$ cat src/rtl/regfile_2r1w_pkg.sv
// Shared constants and types for the two-read/one-write register file.
// Mode encoding, clear FSM states and the processor's default geometry.
package regfile_2r1w_pkg;

  localparam logic MODE_SCRIBBLE  = 1'b0;
  localparam logic MODE_INTERPRET = 1'b1;

  localparam int DEF_DATA_W = 32;
  localparam int DEF_DEPTH  = 32;
  localparam int DEF_ADDR_W = 5;

  typedef enum logic {
    ST_IDLE  = 1'b0,
    ST_CLEAR = 1'b1
  } rf_state_e;

endpackage

$ cat src/rtl/regfile_read_port.sv
// One registered read port: range and zero-register screening, write-first
// bypass, and an output register that holds whenever no read is accepted.
module regfile_read_port
  import regfile_2r1w_pkg::*;
#(
  parameter int DATA_W   = DEF_DATA_W,
  parameter int DEPTH    = DEF_DEPTH,
  parameter int ADDR_W   = DEF_ADDR_W,
  parameter int ZERO_REG = 1
) (
  input  logic              clk,
  input  logic              reset,
  input  logic              rd_accept,
  input  logic [ADDR_W-1:0] raddr,
  input  logic [DATA_W-1:0] entry,
  input  logic              wr_accept,
  input  logic [ADDR_W-1:0] waddr,
  input  logic [DATA_W-1:0] wdata,
  output logic [DATA_W-1:0] rdata
);

  localparam logic [ADDR_W:0] DEPTH_L = (ADDR_W+1)'(DEPTH);

  logic in_range;
  logic is_zero_reg;
  logic hit_write;

  always_comb begin
    in_range    = ({1'b0, raddr} < DEPTH_L);
    is_zero_reg = (ZERO_REG != 0) && (raddr == '0);
    hit_write   = wr_accept && (waddr == raddr);
  end

  // Screened addresses return zero and never bypass.
  always_ff @(posedge clk or posedge reset) begin
    if (reset) begin
      rdata <= '0;
    end else if (rd_accept) begin
      if (!in_range || is_zero_reg) begin
        rdata <= '0;
      end else if (hit_write) begin
        rdata <= wdata;
      end else begin
        rdata <= entry;
      end
    end
  end

endmodule

$ cat src/rtl/regfile_2r1w.sv
// Register file with two registered read ports, one write port, bypass,
// optional hardwired zero entry and a one-entry-per-cycle clear engine.
//
// state    | meaning
// ST_IDLE  | normal operation: writes, and reads when in interpret mode
// ST_CLEAR | zeroing entry clr_cnt each cycle; ports ignored, busy high
module regfile_2r1w
  import regfile_2r1w_pkg::*;
#(
  parameter int DATA_W   = DEF_DATA_W,
  parameter int DEPTH    = DEF_DEPTH,
  parameter int ADDR_W   = DEF_ADDR_W,
  parameter int ZERO_REG = 1
) (
  input  logic              clk,
  input  logic              reset,
  input  logic              mode,
  input  logic              write_enable,
  input  logic [ADDR_W-1:0] waddr,
  input  logic [DATA_W-1:0] wdata,
  input  logic              rd_en,
  input  logic [ADDR_W-1:0] raddr_a,
  input  logic [ADDR_W-1:0] raddr_b,
  output logic [DATA_W-1:0] rdata_a,
  output logic [DATA_W-1:0] rdata_b,
  output logic              rvalid,
  input  logic              clear_req,
  output logic              busy
);

  localparam logic [ADDR_W:0]   DEPTH_L  = (ADDR_W+1)'(DEPTH);
  localparam logic [ADDR_W-1:0] CNT_LAST = ADDR_W'(DEPTH - 1);

  logic [DATA_W-1:0] mem [DEPTH];

  rf_state_e         state, state_nxt;
  logic [ADDR_W-1:0] clr_cnt, clr_cnt_nxt;
  logic              busy_nxt;

  logic              idle;
  logic              waddr_ok;
  logic              wr_accept;
  logic              rd_accept;
  logic [DATA_W-1:0] entry_a;
  logic [DATA_W-1:0] entry_b;

  always_comb begin
    idle      = (state == ST_IDLE);
    waddr_ok  = ({1'b0, waddr} < DEPTH_L) && !((ZERO_REG != 0) && (waddr == '0));
    wr_accept = idle && write_enable && waddr_ok;
    rd_accept = idle && rd_en && (mode == MODE_INTERPRET);
    entry_a   = mem[raddr_a];
    entry_b   = mem[raddr_b];
  end

  always_comb begin
    state_nxt   = state;
    clr_cnt_nxt = clr_cnt;
    busy_nxt    = busy;
    unique case (state)
      ST_IDLE: begin
        if (clear_req) begin
          state_nxt   = ST_CLEAR;
          clr_cnt_nxt = '0;
          busy_nxt    = 1'b1;
        end
      end
      ST_CLEAR: begin
        if (clr_cnt == CNT_LAST) begin
          state_nxt   = ST_IDLE;
          clr_cnt_nxt = '0;
          busy_nxt    = 1'b0;
        end else begin
          clr_cnt_nxt = clr_cnt + 1'b1;
        end
      end
      default: begin
        state_nxt   = ST_IDLE;
        clr_cnt_nxt = '0;
        busy_nxt    = 1'b0;
      end
    endcase
  end

  always_ff @(posedge clk or posedge reset) begin
    if (reset) begin
      state   <= ST_IDLE;
      clr_cnt <= '0;
      busy    <= 1'b0;
      rvalid  <= 1'b0;
    end else begin
      state   <= state_nxt;
      clr_cnt <= clr_cnt_nxt;
      busy    <= busy_nxt;
      rvalid  <= rd_accept;
    end
  end

  // A write accepted alongside clear_req lands first; the sweep zeroes it later.
  always_ff @(posedge clk or posedge reset) begin
    if (reset) begin
      for (int i = 0; i < DEPTH; i++) begin
        mem[i] <= '0;
      end
    end else if (state == ST_CLEAR) begin
      mem[clr_cnt] <= '0;
    end else if (wr_accept) begin
      mem[waddr] <= wdata;
    end
  end

  regfile_read_port #(
    .DATA_W   (DATA_W),
    .DEPTH    (DEPTH),
    .ADDR_W   (ADDR_W),
    .ZERO_REG (ZERO_REG)
  ) u_port_a (
    .clk       (clk),
    .reset     (reset),
    .rd_accept (rd_accept),
    .raddr     (raddr_a),
    .entry     (entry_a),
    .wr_accept (wr_accept),
    .waddr     (waddr),
    .wdata     (wdata),
    .rdata     (rdata_a)
  );

  regfile_read_port #(
    .DATA_W   (DATA_W),
    .DEPTH    (DEPTH),
    .ADDR_W   (ADDR_W),
    .ZERO_REG (ZERO_REG)
  ) u_port_b (
    .clk       (clk),
    .reset     (reset),
    .rd_accept (rd_accept),
    .raddr     (raddr_b),
    .entry     (entry_b),
    .wr_accept (wr_accept),
    .waddr     (waddr),
    .wdata     (wdata),
    .rdata     (rdata_b)
  );

endmodule

$ cat config.mk
export PLATFORM = sky130hd
export DESIGN_NAME = regfile_2r1w
export DESIGN_NICKNAME = d
export VERILOG_FILES = /design/src/rtl/regfile_2r1w_pkg.sv /design/src/rtl/regfile_read_port.sv /design/src/rtl/regfile_2r1w.sv
export SDC_FILE = /design/constraint.sdc
export NUM_CORES = 2
export LEC_CHECK = 0
export CORE_ASPECT_RATIO = 1.1
export CORE_MARGIN = 2
export CORE_UTILIZATION = 68
export DETAILED_ROUTE_END_ITERATION = 8
export PLACE_DENSITY = 0.83
export SYNTH_ARGS = -nofsm -noshare
export SYNTH_HDL_FRONTEND = slang
export SYNTH_SLANG_ARGS = --single-unit
$ cat constraint.sdc
create_clock -name clk -period 58.6 [get_ports clk]
set_clock_uncertainty 0.15 [all_clocks]
set_input_delay 11.72 -clock clk [delete_from_list [all_inputs] [get_ports clk]]
set_output_delay 11.72 -clock clk [all_outputs]
set_load 0.005 [all_outputs]
==> results.ini <==
[run_status]
outcome = finished with violations
violations = DRC

[hold_path]
holdPathEnd = mem[1016]$_DFFE_PP0P_
whs_path_depth = 1
hold_class = reg -> reg
worstHoldStart = mem[1016]$_DFFE_PP0P_

[timing]
setup_violations = 0
drv_slew = 0
post-route-period-util_pct = 27.0
maxClockFrequency_mhz = 63.2
setup_ws_ns = 42.79
whs_ns = 0.358
finalHoldViolCount = 0
slew_headroom_pct = 9.93
rsz0062_at_grt = false
finalSetupTns_ns = 0
tightest_slew_ns = 1.35
fin_crit_ns = 15.81

[drt]
routed_wl_um = 204000
drt-wirelength-per-cell_um = 40.1
dr.pass1.iters = 8
ant_nets = 0
avgViaCountPerCell = 8.74
drc = 26
vias = 44600
drtIter0Drc = 7306

[synth]
synth_seq_cells = 1096
ys_types = 37
synth_compound_area_share_pct = 24.0
syn_nets = 4171
syn_avg_cell_area_um2 = 13.4
yosys_most_used_dff = dfrtp_1
syn_area_mm2 = 0.0553
netlist.area_leader.share_pct = 49.6
synth_largest_area_cell = dfrtp_1
synthArstFlopShare_pct = 100
synth_warnings = 0
synth_area_leaders = dfrtp_1 (50%), a22o_1 (17%), mux4_2 (16%)
yosysSeqAreaShare_pct = 49.6
synth-simple-area-share_pct = 1.73
synth_fa_ha_area_share_pct = 0.113
yosysMostFrequentCell = dfrtp_1
synth_top_family_by_area = compound AO/OA/AOI/OAI gates
synth_edf_count = 0
netlist_instances = 4113
yosys-top-cells-count = dfrtp_1 (1096), a22o_1 (1056), clkbuf_1 (386), mux4_2 (384), mux2i_1 (256)
synthMuxAreaShare_pct = 20.3
synth_xor_xnor_area_share_pct = 0.190

[cts]
clock_sinks = 1096
cts_tree = built
cts_resized = 0
cts_max_level = 3
clkTransAtPathRegs_ns = 0.06
postCtsSetupBuffers = 0
hold_buffers = 0
cts-root-buf = clkbuf_16
insertion_delay_ns = 0.70
cts_buffer_depth = 3
cts_inserted_buffers = 108

[final_layout]
final_cells = 5095
syn2layout_area_growth_pct = 10.8
final_cell_area_mm2 = 0.0612
drive_gt1_share_pct = 20.1
postLayoutCoreUtil_pct = 76.1
nets = 4004

[place]
hpwl_um = 106000
placed_cells_incl_taps = 4890
pre_cts_slack_ns = 42.00
port_buffers = 118
postPlaceCellArea_mm2 = 0.0574
place_congestion = 0.907

[pwr]
p_per_area_mw_per_mm2 = 37.5
p_leak_nw = 27.6
finalPower_mw = 2.29
peakVddDrop_uv = 26.8

[flow_run]
drv_cap = 0

[die]
start_util_pct = 68.7
die_area_mm2 = 0.0836
row_count = 109
ios = 119
dieWidth_um = 276
die_h_um = 303
coreArea_mm2 = 0.0805

[global_routing]
grt_pass1_wl_um = 300000
grt.overflow.total = 0
grt_pass1_vias = 46000
antenna_found_initial = 4
grt_max_degree = 113
track_usage_pct = 49.7

[critical_path]
cp_data_arrival_time_ns = 16.33
rr_worst_depth = 7
reg2reg_from = state$_DFF_PP0_
rr_endpoint = mem[199]$_DFFE_PP0P_
regToRegSetupSlack_ns = 54.52
worst_setup_path_end_kind = asynchronous set/reset pin
critPathMaxFanout = 112
critPathKind = in -> async
crit_required_ns = 59.12
worstSetupStartpointType = input port

[per-layer routing]
metal / up-vias / routed length, µm / track usage [%]
met4: 13 / 18800 / 36.6
met2: 4807 / 84700 / 68.4
met3: 1363 / 36700 / 22.1
li1: 16300 / - / -
met1: 22000 / 63600 / 62.3
met5: - / 206 / 1.32
[report_power, final]
part           internal (mW)  total [mW]  leakage (nW)  switching, mW
Combinational          0.258       0.528          10.7          0.270
Clock                  0.433       0.745          1.84          0.313
Sequential             0.887        1.02          15.1          0.132
Total                   1.58        2.29          27.6          0.715
[how the worst max path moves through the flow]
stage	endpoint	slack, ns	startpoint
finish	mem[1004]$_DFFE_PP0P_	42.79	reset
global route	mem[970]$_DFFE_PP0P_	42.18	reset
CTS	mem[961]$_DFFE_PP0P_	42.69	reset
detailed placement	mem[362]$_DFFE_PP0P_	42.00	reset
global placement	mem[332]$_DFFE_PP0P_	42.00	reset
floorplan	busy$_DFFE_PP0P_	15.87	reset
[cells in the final DEF, fill, tap and decap left out, types with 5 or more instances in the layout]
master / count
nand3_1: 5
clkinv_2: 15
clkbuf_1: 18
o21ai_0: 66
and3_1: 5
mux4_2: 384
dfrtp_1: 1096
buf_4: 151
clkbuf_16: 111
and2_1: 36
diode_2: 5
a21oi_1: 66
nor2_1: 5
bufinv_16: 11
clkinvlp_4: 11
xnor2_1: 12
a211o_1: 64
a22o_1: 1056
a21oi_4: 31
nand2_1: 73
clkdlybuf4s50_1: 110
a22oi_1: 192
clkbuf_8: 30
inv_1: 11
a221oi_1: 128
ha_1: 5
nor2_4: 35
mux2i_1: 256
nor3_1: 6
nand3b_1: 6
[worst max-delay path: stages]
cell             delay, ns
clkdlybuf4s50_1       0.49
inv_8                 0.54
buf_4                 0.85
buf_4                 0.85
buf_4                 0.72
buf_4                 0.86
[flip-flops by register name, indices dropped and copies added (netlist names)]
| signal | flops |
|---|---|
| mem | 1024 |
| u_port_a.rdata | 32 |
| u_port_b.rdata | 32 |
| clr_cnt | 5 |
| busy | 1 |
| rvalid | 1 |
| state | 1 |
[cell families after synthesis]
logic type | count (synthesis)
XOR/XNOR | 12
AND/OR/NAND/NOR | 190
AO/OA/AOI/OAI | 1611
multiplexers | 640
adder cells (fa/ha/maj) | 5
flip-flops | 1096
buffers and inverters | 559
[cell type report]
| class | count | area [µm²] |
|---|---|---|
| Clock inverter | 41 | 523 |
| Antenna cell | 5 | 12.5 |
| Clock buffer | 159 | 3260 |
| Fill cell | 4741 | 19200 |
| Sequential cell | 1096 | 27400 |
| Multi-Input combinational cell | 2458 | 26300 |
| Tap cell | 1054 | 1320 |
| Timing Repair Buffer | 270 | 2330 |
| Inverter | 12 | 52.6 |
(Power assumes the default switching activity.)
